--- src/rtl/xbus_master_pkg.sv ---
// Shared xbus definitions: FSM encoding, bus widths, slave address map and request helpers.
package xbus_master_pkg;

  localparam int XBUS_ADDR_W = 32;
  localparam int XBUS_DATA_W = 32;

  localparam logic [1:0] ST_IDLE = 2'd0;
  localparam logic [1:0] ST_ADDR = 2'd1;
  localparam logic [1:0] ST_WAIT = 2'd2;
  localparam logic [1:0] ST_RESP = 2'd3;

  // Slave address map as seen by the chip-select decoder
  localparam logic [XBUS_ADDR_W-1:0] ROM_BASE    = 32'h0000_0000;
  localparam logic [XBUS_ADDR_W-1:0] ROM_SIZE    = 32'h0001_0000;
  localparam logic [XBUS_ADDR_W-1:0] RAM_BASE    = 32'h0001_0000;
  localparam logic [XBUS_ADDR_W-1:0] RAM_SIZE    = 32'h0001_0000;
  localparam logic [XBUS_ADDR_W-1:0] PERIPH_BASE = 32'h8000_0000;
  localparam logic [XBUS_ADDR_W-1:0] PERIPH_SIZE = 32'h0000_1000;

  typedef struct packed {
    logic [XBUS_ADDR_W-1:0]   addr;
    logic                     we;
    logic [XBUS_DATA_W-1:0]   wdata;
    logic [XBUS_DATA_W/8-1:0] wstrb;
  } xbus_req_t;

  function automatic logic in_region(input logic [XBUS_ADDR_W-1:0] addr,
                                     input logic [XBUS_ADDR_W-1:0] base,
                                     input logic [XBUS_ADDR_W-1:0] size);
    return (addr - base) < size;
  endfunction

  function automatic logic addr_mapped(input logic [XBUS_ADDR_W-1:0] addr);
    return in_region(addr, ROM_BASE, ROM_SIZE) ||
           in_region(addr, RAM_BASE, RAM_SIZE) ||
           in_region(addr, PERIPH_BASE, PERIPH_SIZE);
  endfunction

  // Reads are word accesses; writes may use a single byte lane or the upper halfword
  function automatic logic misaligned(input logic [XBUS_ADDR_W-1:0] addr,
                                      input logic                   we,
                                      input logic [3:0]             wstrb);
    logic bad;
    bad = 1'b0;
    if (addr[1:0] != 2'b00) begin
      if (!we) begin
        bad = 1'b1;
      end else begin
        case (addr[1:0])
          2'd1:    bad = (wstrb != 4'b0010);
          2'd2:    bad = !((wstrb == 4'b0100) || (wstrb == 4'b1100));
          default: bad = (wstrb != 4'b1000);
        endcase
      end
    end
    return bad;
  endfunction

endpackage

--- src/rtl/xbus_master_if.sv ---
// xbus master bundle: CPU request/response channel plus the xbus initiator signals.
interface xbus_master_if;

  logic                                    req_valid;
  logic                                    req_ready;
  logic [xbus_master_pkg::XBUS_ADDR_W-1:0] req_addr;
  logic                                    req_we;
  logic [xbus_master_pkg::XBUS_DATA_W-1:0] req_wdata;
  logic [3:0]                              req_wstrb;

  logic                                    resp_valid;
  logic [xbus_master_pkg::XBUS_DATA_W-1:0] resp_rdata;
  logic                                    resp_err;

  logic                                    xbus_as;
  logic [xbus_master_pkg::XBUS_ADDR_W-1:0] xbus_addr;
  logic                                    xbus_we;
  logic [xbus_master_pkg::XBUS_DATA_W-1:0] xbus_wdata;
  logic [3:0]                              xbus_wstrb;
  logic                                    xbus_hit;
  logic                                    xbus_ready;
  logic [xbus_master_pkg::XBUS_DATA_W-1:0] xbus_rdata;

  modport master (
    input  req_valid, req_addr, req_we, req_wdata, req_wstrb,
    input  xbus_hit, xbus_ready, xbus_rdata,
    output req_ready, resp_valid, resp_rdata, resp_err,
    output xbus_as, xbus_addr, xbus_we, xbus_wdata, xbus_wstrb
  );

  modport slave (
    output req_valid, req_addr, req_we, req_wdata, req_wstrb,
    output xbus_hit, xbus_ready, xbus_rdata,
    input  req_ready, resp_valid, resp_rdata, resp_err,
    input  xbus_as, xbus_addr, xbus_we, xbus_wdata, xbus_wstrb
  );

endinterface

--- src/rtl/xbus_master.sv ---
// xbus initiator: one outstanding CPU access per transaction, with bounded wait and timeout.
// Optional XBUS_MASTER_ALIGN_CHK_EN rejects misaligned requests without touching the bus.
module xbus_master
  import xbus_master_pkg::*;
#(
  parameter int TIMEOUT_CYCLES = 16,
  parameter int CNT_W          = 8
) (
  input  logic          clk,
  input  logic          rst_n,
  xbus_master_if.master bus
);

  logic [1:0]             state;
  xbus_req_t              req_q;
  logic [CNT_W-1:0]       cnt;
  logic [XBUS_DATA_W-1:0] rdata_q;
  logic                   err_q;

  always_ff @(posedge clk or negedge rst_n) begin
    if (!rst_n) begin
      state   <= ST_IDLE;
      req_q   <= '0;
      cnt     <= '0;
      rdata_q <= '0;
      err_q   <= 1'b0;
    end else begin
      case (state)
        ST_IDLE: begin
          if (bus.req_valid) begin
            req_q <= '{addr:  bus.req_addr,
                       we:    bus.req_we,
                       wdata: bus.req_wdata,
                       wstrb: bus.req_wstrb};
`ifdef XBUS_MASTER_ALIGN_CHK_EN
            if (misaligned(bus.req_addr, bus.req_we, bus.req_wstrb)) begin
              err_q   <= 1'b1;
              rdata_q <= '0;
              state   <= ST_RESP;
            end else begin
              state <= ST_ADDR;
            end
`else
            state <= ST_ADDR;
`endif
          end
        end
        ST_ADDR: begin
          if (!bus.xbus_hit) begin
            err_q   <= 1'b1;
            rdata_q <= '0;
            state   <= ST_RESP;
          end else begin
            cnt   <= '0;
            state <= ST_WAIT;
          end
        end
        ST_WAIT: begin
          // A ready arriving on the final allowed cycle still completes cleanly
          if (bus.xbus_ready) begin
            rdata_q <= req_q.we ? '0 : bus.xbus_rdata;
            err_q   <= 1'b0;
            state   <= ST_RESP;
          end else if (cnt == CNT_W'(TIMEOUT_CYCLES - 1)) begin
            rdata_q <= '0;
            err_q   <= 1'b1;
            state   <= ST_RESP;
          end else begin
            cnt <= cnt + 1'b1;
          end
        end
        ST_RESP: state <= ST_IDLE;
        default: state <= ST_IDLE;
      endcase
    end
  end

  assign bus.req_ready  = (state == ST_IDLE);
  assign bus.resp_valid = (state == ST_RESP);
  assign bus.resp_rdata = rdata_q;
  assign bus.resp_err   = err_q;

  // Read cycles present zero write data and no byte enables
  assign bus.xbus_as    = (state == ST_ADDR) || (state == ST_WAIT);
  assign bus.xbus_addr  = req_q.addr;
  assign bus.xbus_we    = req_q.we;
  assign bus.xbus_wdata = req_q.we ? req_q.wdata : '0;
  assign bus.xbus_wstrb = req_q.we ? req_q.wstrb : '0;

endmodule

--- src/flat_wrapper.sv ---
// flat-port wrapper written by rule: the top's interface ports become plain ports
module xbus_master_flat import xbus_master_pkg::*;
#(
  parameter int TIMEOUT_CYCLES = 16,
  parameter int CNT_W          = 8
)
  (clk, rst_n, bus_req_valid, bus_req_addr, bus_req_we, bus_req_wdata, bus_req_wstrb, bus_xbus_hit, bus_xbus_ready, bus_xbus_rdata, bus_req_ready, bus_resp_valid, bus_resp_rdata, bus_resp_err, bus_xbus_as, bus_xbus_addr, bus_xbus_we, bus_xbus_wdata, bus_xbus_wstrb);
  xbus_master_if bus_i ();
  input  logic clk;
  input  logic rst_n;
  input wire logic [$bits(bus_i.req_valid)-1:0] bus_req_valid;
  input wire logic [$bits(bus_i.req_addr)-1:0] bus_req_addr;
  input wire logic [$bits(bus_i.req_we)-1:0] bus_req_we;
  input wire logic [$bits(bus_i.req_wdata)-1:0] bus_req_wdata;
  input wire logic [$bits(bus_i.req_wstrb)-1:0] bus_req_wstrb;
  input wire logic [$bits(bus_i.xbus_hit)-1:0] bus_xbus_hit;
  input wire logic [$bits(bus_i.xbus_ready)-1:0] bus_xbus_ready;
  input wire logic [$bits(bus_i.xbus_rdata)-1:0] bus_xbus_rdata;
  output wire logic [$bits(bus_i.req_ready)-1:0] bus_req_ready;
  output wire logic [$bits(bus_i.resp_valid)-1:0] bus_resp_valid;
  output wire logic [$bits(bus_i.resp_rdata)-1:0] bus_resp_rdata;
  output wire logic [$bits(bus_i.resp_err)-1:0] bus_resp_err;
  output wire logic [$bits(bus_i.xbus_as)-1:0] bus_xbus_as;
  output wire logic [$bits(bus_i.xbus_addr)-1:0] bus_xbus_addr;
  output wire logic [$bits(bus_i.xbus_we)-1:0] bus_xbus_we;
  output wire logic [$bits(bus_i.xbus_wdata)-1:0] bus_xbus_wdata;
  output wire logic [$bits(bus_i.xbus_wstrb)-1:0] bus_xbus_wstrb;
  assign bus_i.req_valid = bus_req_valid;
  assign bus_i.req_addr = bus_req_addr;
  assign bus_i.req_we = bus_req_we;
  assign bus_i.req_wdata = bus_req_wdata;
  assign bus_i.req_wstrb = bus_req_wstrb;
  assign bus_i.xbus_hit = bus_xbus_hit;
  assign bus_i.xbus_ready = bus_xbus_ready;
  assign bus_i.xbus_rdata = bus_xbus_rdata;
  assign bus_req_ready = bus_i.req_ready;
  assign bus_resp_valid = bus_i.resp_valid;
  assign bus_resp_rdata = bus_i.resp_rdata;
  assign bus_resp_err = bus_i.resp_err;
  assign bus_xbus_as = bus_i.xbus_as;
  assign bus_xbus_addr = bus_i.xbus_addr;
  assign bus_xbus_we = bus_i.xbus_we;
  assign bus_xbus_wdata = bus_i.xbus_wdata;
  assign bus_xbus_wstrb = bus_i.xbus_wstrb;
  xbus_master #(.TIMEOUT_CYCLES(TIMEOUT_CYCLES), .CNT_W(CNT_W)) u_core (.clk(clk), .rst_n(rst_n), .bus(bus_i));
endmodule
--- config.mk ---
export PLATFORM = sky130hd
export DESIGN_NAME = xbus_master_flat
export DESIGN_NICKNAME = d
export VERILOG_FILES = /design/src/rtl/xbus_master_pkg.sv /design/src/rtl/xbus_master_if.sv /design/src/rtl/xbus_master.sv /design/src/flat_wrapper.sv
export SDC_FILE = /design/constraint.sdc
export NUM_CORES = 1
export LEC_CHECK = 0
export ABC_AREA = 1
export CORE_MARGIN = 2
export CORE_UTILIZATION = 30
export DETAILED_ROUTE_END_ITERATION = 12
export PLACE_DENSITY = 0.68
export SYNTH_ARGS = -nofsm -noshare
export SYNTH_HDL_FRONTEND = slang
export SYNTH_SLANG_ARGS = --single-unit
--- constraint.sdc ---
create_clock -name clk -period 2.3 [get_ports clk]
set_clock_uncertainty 0.05 [all_clocks]
set_input_delay 0.575 -clock clk [delete_from_list [all_inputs] [get_ports clk]]
set_output_delay 0.575 -clock clk [all_outputs]
set_load 0.01 [all_outputs]
==> run summary, run 1 <==
Worst slack, placed -> 0.259 ns
DP Wirelength -> 9120 um
Final Cycle Share -> 97.7%
Initial antenna violation count -> 0
Share of layout cells above drive strength 1 -> 19.2%
Final Worst Setup Slack -> 0.0534 ns
Fmax -> 445 MHz
Bufs and invs on worst path -> 3
Clock Latency Late Sink -> 0.34 ns
First-pass GRT wire length -> 19,500 um
PortBufs -> 210
Post-synthesis mux area share -> 15.0%
DR vias -> 3,848
Largest family of logic cells by synthesized area -> multiplexers
Total grt overflow -> 0
Final #Nets -> 790
Hold Path Class -> input port to asynchronous set/reset pin
Clock sink total -> 112
Peak VDD IR -> 0.508 mV
Share of the synthesized area in the top cell type -> 54.1%
GP Congestion -> 0.775
Avg Inst Size Synth -> 10.4 um^2
GRT Total Usage -> 13.5%
Worst setup SP type -> register
Fin util -> 45.3%
Rel. slew slack -> 73.6%
Synth Area in Adders -> 1.45%
Full die area -> 0.0183 mm^2
I/O pins -> 211
Most common cell after layout, fill and taps aside -> clkdlybuf4s50_1
Dominant cell type by area after synthesis -> dfrtp_1
CTS clk-pin slew, worst paths -> 0.08 ns
Family with the most delay on the worst path -> buffers and inverters
Highest-count cells in the layout ignoring fill and taps -> clkdlybuf4s50_1, nand2_1, dfrtp_1, mux2_2, inv_1
Synthesized cell area -> 0.00518 mm^2
Net count after synthesis -> 608
Worst EP required -> 1.67 ns
Crit Path Category -> register to output pin
Slew @ Worst Pin -> 0.395 ns
Power Total -> 9.57 mW
Area after DPL -> 0.00740 mm^2
Final min period -> 2.25 ns
Pwr Density -> 1240 mW/mm^2
Cell Rows -> 48
Worst EP arrival -> 1.62 ns
1st-iter DRT viols -> 169
Post-Synth XOR/XNOR Area -> 0%
Final Routed Wirelength -> 12,300 um
Pins Over Slew Limit -> 0
Status -> completed
H-tree depth -> 3
Post-synthesis cell count -> 496
TritonCTS clock tree -> done
Clock Tree Buf Depth -> 2
Synth warn -> 0
FF+latch count, synth -> 112
Post-route cell area -> 0.00772 mm^2
Final-report hold violation count -> 0
Total core area -> 0.0171 mm^2
Vias per cell -> 4.24
Vias in the first global route -> 3,852
Remaining routing DRC violations -> 0
Setup Viol. Count Final -> 0
Worst-path fanout max -> 24
CTS buffer count -> 9
Clock Tree Root -> clkbuf_16
Worst path slowest cell -> clkdlybuf4s50_1
Die Height -> 135 um
Largest net degree at the start of global routing -> 50
Die Width -> 135 um
CP endpoint kind -> output pin
Maxcap violations -> 0
P_leak -> 3.59 nW
Synth top area cells -> dfrtp_1, mux2_2, nand2_1
Synth unique cells -> 22
Initial DRT Pass Iterations -> 4
CP max stage delay -> 0.53 ns
Synth Area in Compound Gates -> 6.43%
Synth-to-Final Area Change -> 49.1%
Area share of and/or/nand/nor cells after synthesis -> 11.9%
Post-synthesis sequential area ratio -> 54.1%
Initial Util -> 30.4%
Worst hold slack -> 0.0839 ns
WL per Instance -> 13.6 um
Antenna viol nets, final -> 0
Worst-path cell chain -> buf_12 > nand2_1 > inv_1 > clkdlybuf4s50_1
worst reg2reg max path, delay by kind of cell (launching register included):
| kind | cells | cell delay (ns) |
|---|---|---|
| compound gates | 2 | 0.33 |
| fa+ha+maj | 1 | 0.21 |
| buf+inv | 1 | 0.23 |
| flops | 1 | 0.41 |
| simple gates | 3 | 0.44 |
path summary, 6_finish.rpt:
check,start,end,cells past startpoint,slack (ns)
min in group clk,u_core.bus.resp_err,u_core.bus.resp_err,2,0.43
setup / recovery,u_core.bus.xbus_we,bus_xbus_wdata[13],4,0.05
max in group asynchronous,rst_n,u_core.bus.xbus_we,2,1.50
hold / removal,rst_n,u_core.bus.xbus_addr[21],1,0.08
hold reg to reg,u_core.bus.resp_err,u_core.bus.resp_err,2,0.43
setup reg to reg,u_core.cnt[0],u_core.bus.resp_rdata[1],7,0.53
per-layer routing:
metal	routed length [um]	part of all wire, %	vias to the layer above	GRT usage [%]
li1	-	-	1906	-
met1	5400	44	1807	16.8
met2	5880	48	121	22.1
met3	809	6.6	14	4.15
met4	227	1.8	0	5.15
met5	0	0	-	0
final cells by class:
type                            instances  area, um^2
Inverter                               48         180
Timing Repair Buffer                  226        2360
Tap cell                              225         282
Antenna cell                            1        2.50
Sequential cell                       112        2800
Fill cell                            1639        9340
Clock inverter                          5        58.8
Clock buffer                            9         225
Multi-Input combinational cell        281        1810
power breakdown:
part | leakage [nW] | switching, mW | internal (mW)
registers | 1.40 | 0.426 | 2.81
clock network | 0.134 | 0.717 | 0.836
logic | 2.06 | 2.09 | 2.69
flip-flops by register name (all words and copies together) (netlist names):
register,flops
u_core.req_q,36
u_core.bus.resp_rdata,32
u_core.bus.xbus_addr,32
u_core.cnt,8
u_core.state,2
u_core.bus.resp_err,1
u_core.bus.xbus_we,1
stage by stage:
stage | setup TNS, ns | std cells
floorplan | 0 | 496
global placement | 0 | 891
detailed placement | 0 | 891
CTS | 0 | 906
global route | -0.00985 | 906
finish | 0 | 907
synth_stat cells:
library cell  count
nor2_1            8
o21ai_2          24
buf_6             6
clkbuf_1          3
nand2_2           1
clkbuf_2          1
a21oi_1           1
dfrtp_1         112
nand2_1         135
inv_1            47
o21ai_1          10
inv_2             1
mux2_2           69
nor2_2            2
o21ai_0          12
o21a_1            1
buf_2            10
nand4_1           1
buf_1             1
ha_1              6
buf_4            34
nand3_1          11
what timing repair did:
item / 4_1_cts / 5_1_grt
setup buffers: 1 / 0
cloned: 0 / 0
resized for setup: 4 / 11
hold buffers: 0 / 0
endpoints found under the setup margin: 2 / 15
logic make-up (layout without fill, tap and decap cells):
group | Yosys count | in the layout
buffers and inverters | 103 | 288
flip-flops | 112 | 112
adder cells (fa/ha/maj) | 6 | 6
other | 0 | 1
multiplexers | 69 | 69
AO/OA/AOI/OAI | 48 | 48
AND/OR/NAND/NOR | 158 | 158
(Power assumes the default switching activity.)
==> inputs of run 2 (changes only) <==
--- a/config.mk
+++ b/config.mk
@@ -6,10 +6,10 @@
 export NUM_CORES = 1
 export LEC_CHECK = 0
 export ABC_AREA = 1
+export CAP_MARGIN = 20
 export CORE_MARGIN = 2
 export CORE_UTILIZATION = 30
 export DETAILED_ROUTE_END_ITERATION = 12
-export PLACE_DENSITY = 0.68
 export SYNTH_ARGS = -nofsm -noshare
 export SYNTH_HDL_FRONTEND = slang
 export SYNTH_SLANG_ARGS = --single-unit
==> run 2 against run 1 <==
  * Non-clock buffer count is 3 lower
  * Sequential cell count stayed put
  * Register-to-register slack hardly changed
  * Die area stayed put
  * Hold slack worse by 0.021 ns
  * Clock-buffer cell count is 3 higher
  * Setup slack better by 0.015 ns
  * Largest power group unchanged
  * Highest routed layer unchanged
==> run summary, run 2 (synthesis results as in run 1) <==
Status -> completed
Clock Tree Buf Depth -> 2 (unchanged)
Worst-path cell chain -> buf_8 > nand2_1 > inv_1 > clkdlybuf4s50_1
Synth-to-Final Area Change -> 47.7%
Maxcap violations -> 0 (unchanged)
Slew @ Worst Pin -> 0.328 ns (-0.0671 ns)
GRT Total Usage -> 14.0% (+0.49 points)
Max reg flops -> 36 (unchanged)
Bufs and invs on worst path -> 3 (unchanged)
Clk pwr share -> 15.5% (-0.7 points)
Total grt overflow -> 0 (unchanged)
Worst EP required -> 1.67 ns (about the same)
Cell total after placement -> 888 (-0.34%)
PortBufs -> 210 (unchanged)
Vias in the first global route -> 4,041 (+4.9%)
Switching part of the total power -> 34.2% (+0.44 points)
Clock Latency Late Sink -> 0.35 ns (about the same)
Final Cycle Share -> 97.0% (-0.67 points)
Final-report hold violation count -> 0 (unchanged)
WL per Instance -> 14.1 um (+4.2%)
Initial Util -> 30.4% (unchanged)
I/O pins -> 211 (unchanged)
Clock Tree Root -> clkbuf_16
H-tree depth -> 3 (unchanged)
N_diodes -> 0 (-1)
Sequential share of power -> 34.3% (+0.5 points)
Worst-path fanout max -> 20 (-17%)
Pins Over Slew Limit -> 0 (unchanged)
Most common cell after layout, fill and taps aside -> clkdlybuf4s50_1
Die Height -> 135 um (unchanged)
Pwr Density -> 1240 mW/mm^2 (+0.16%)
Initial DRT Pass Iterations -> 4 (unchanged)
Crit Path Category -> register to output pin
Rel. slew slack -> 78.1% (+4.5 points)
Final min period -> 2.23 ns (-0.0154 ns)
Largest net degree at the start of global routing -> 55 (+10%)
CP endpoint kind -> output pin
Final Routed Wirelength -> 12,800 um (+3.9%)
Worst slack, placed -> 0.237 ns (-0.0222 ns)
Non-filler cells, final -> 905 (-0.22%)
Final #Nets -> 787 (-0.38%)
Setup Viol. Count Final -> 0 (unchanged)
P_leak -> 3.44 nW (-4.4%)
Highest-count cells in the layout ignoring fill and taps -> clkdlybuf4s50_1, nand2_1, dfrtp_1, mux2_2, inv_1
Vias per cell -> 4.30 (+1.4%)
Remaining routing DRC violations -> 0 (unchanged)
Initial antenna violation count -> 0 (unchanged)
Clock sink total -> 112 (unchanged)
DP Wirelength -> 9530 um (+4.5%)
Full die area -> 0.0183 mm^2 (unchanged)
Worst path slowest cell -> clkdlybuf4s50_1
GP Congestion -> 0.767 (-1.1%)
CTS clk-pin slew, worst paths -> 0.08 ns (about the same)
Peak VDD IR -> 0.603 mV (+19%)
Internal Power -> 6.24 mW (-1.5%)
Power Total -> 9.49 mW (-0.83%)
CP max stage delay -> 0.56 ns (+0.03 ns)
Total core area -> 0.0171 mm^2 (unchanged)
Worst EP arrival -> 1.61 ns (about the same)
Die Width -> 135 um (unchanged)
CTS buffer count -> 9 (unchanged)
Final Worst Setup Slack -> 0.0688 ns (+0.0154 ns)
Hold Path Class -> input port to asynchronous set/reset pin
1st-iter DRT viols -> 110 (-35%)
TritonCTS clock tree -> done
Fillers -> 1,622 (-1.0%)
Hold buffers post-CTS -> 0 (unchanged)
Fmax -> 448 MHz (+0.69%)
Psw -> 3.25 mW (+0.47%)
Antenna viol nets, final -> 0 (unchanged)
Cell Rows -> 48 (unchanged)
Most flop-heavy register -> u_core.req_q
Share of layout cells above drive strength 1 -> 18.8% (-0.41 points)
Unrepaired setup endpoints after global routing -> yes
Family with the most delay on the worst path -> buffers and inverters
DR vias -> 3,895 (+1.2%)
Combinational power share -> 50.1% (about the same)
First-pass GRT wire length -> 20,100 um (+2.8%)
Worst setup SP type -> register
## run 2: through the flow
stage          util (%)  hold slack (ns)  TNS, ns  instance area, um^2
6_report           44.8           0.0631        0                 7640
5_1_grt            44.8           0.0784   -0.251                 7640
4_1_cts            44.8           0.0662        0                 7630
3_5_place_dp       43.0            0.421        0                 7340
3_3_place_gp       43.0            0.416        0                 7340
2_1_floorplan         -            0.229        0                 5180
## run 2: repair_timing
| item | in CTS | in global routing |
|---|---|---|
| hold endpoints to repair | 0 | 0 |
| gates cloned | 0 | 0 |
| setup endpoints to repair | 8 | 25 |
| setup buffers | 1 | 0 |
| pin swaps | 0 | 0 |
| resized for setup | 5 | 3 |
## run 2: path summary, 6_finish.rpt
path / from / endpoint / slack (ns) / cells after the start
worst max register to register: u_core.state[0] / u_core.bus.resp_rdata[0] / 0.54 / 8
worst max-delay path: u_core.bus.xbus_we / bus_xbus_wdata[2] / 0.07 / 4
max in group asynchronous: rst_n / u_core.bus.resp_rdata[26] / 1.52 / 2
worst min register to register: u_core.bus.resp_err / u_core.bus.resp_err / 0.43 / 2
worst min-delay path: rst_n / u_core.cnt[4] / 0.06 / 1
min in group clk: u_core.bus.resp_err / u_core.bus.resp_err / 0.43 / 2
## run 2: power by group through the flow
| stage | Combinational, mW | Clock (mW) | Sequential, mW |
|---|---|---|---|
| finish | 4.76 | 1.48 | 3.26 |
| global route | 5.16 | 1.62 | 3.37 |
| CTS | 4.83 | 1.54 | 3.27 |
| detailed placement | 4.76 | 0 | 3.30 |
| global placement | 4.68 | 0 | 3.25 |
| floorplan | 2.80 | 0 | 3.27 |
## run 2: cell type report
type | instances | area [um^2] | share of cell area (%)
flip-flops and latches | 112 | 2800 | 36.7
repair buffers | 223 | 2280 | 29.9
multi-input cells | 281 | 1820 | 23.8
well taps | 225 | 282 | 3.68
clock buffers | 12 | 246 | 3.22
inverters | 48 | 180 | 2.36
clock inverters | 4 | 27.5 | 0.360
## run 2: layer usage
layer / vias up / GRT usage, % / wire length, um
li1: 1906 / - / -
met2: 124 / 23.9 / 6470
met1: 1850 / 17.0 / 5300
met4: 0 / 5.32 / 207
met3: 15 / 3.59 / 818
met5: - / 0 / 0
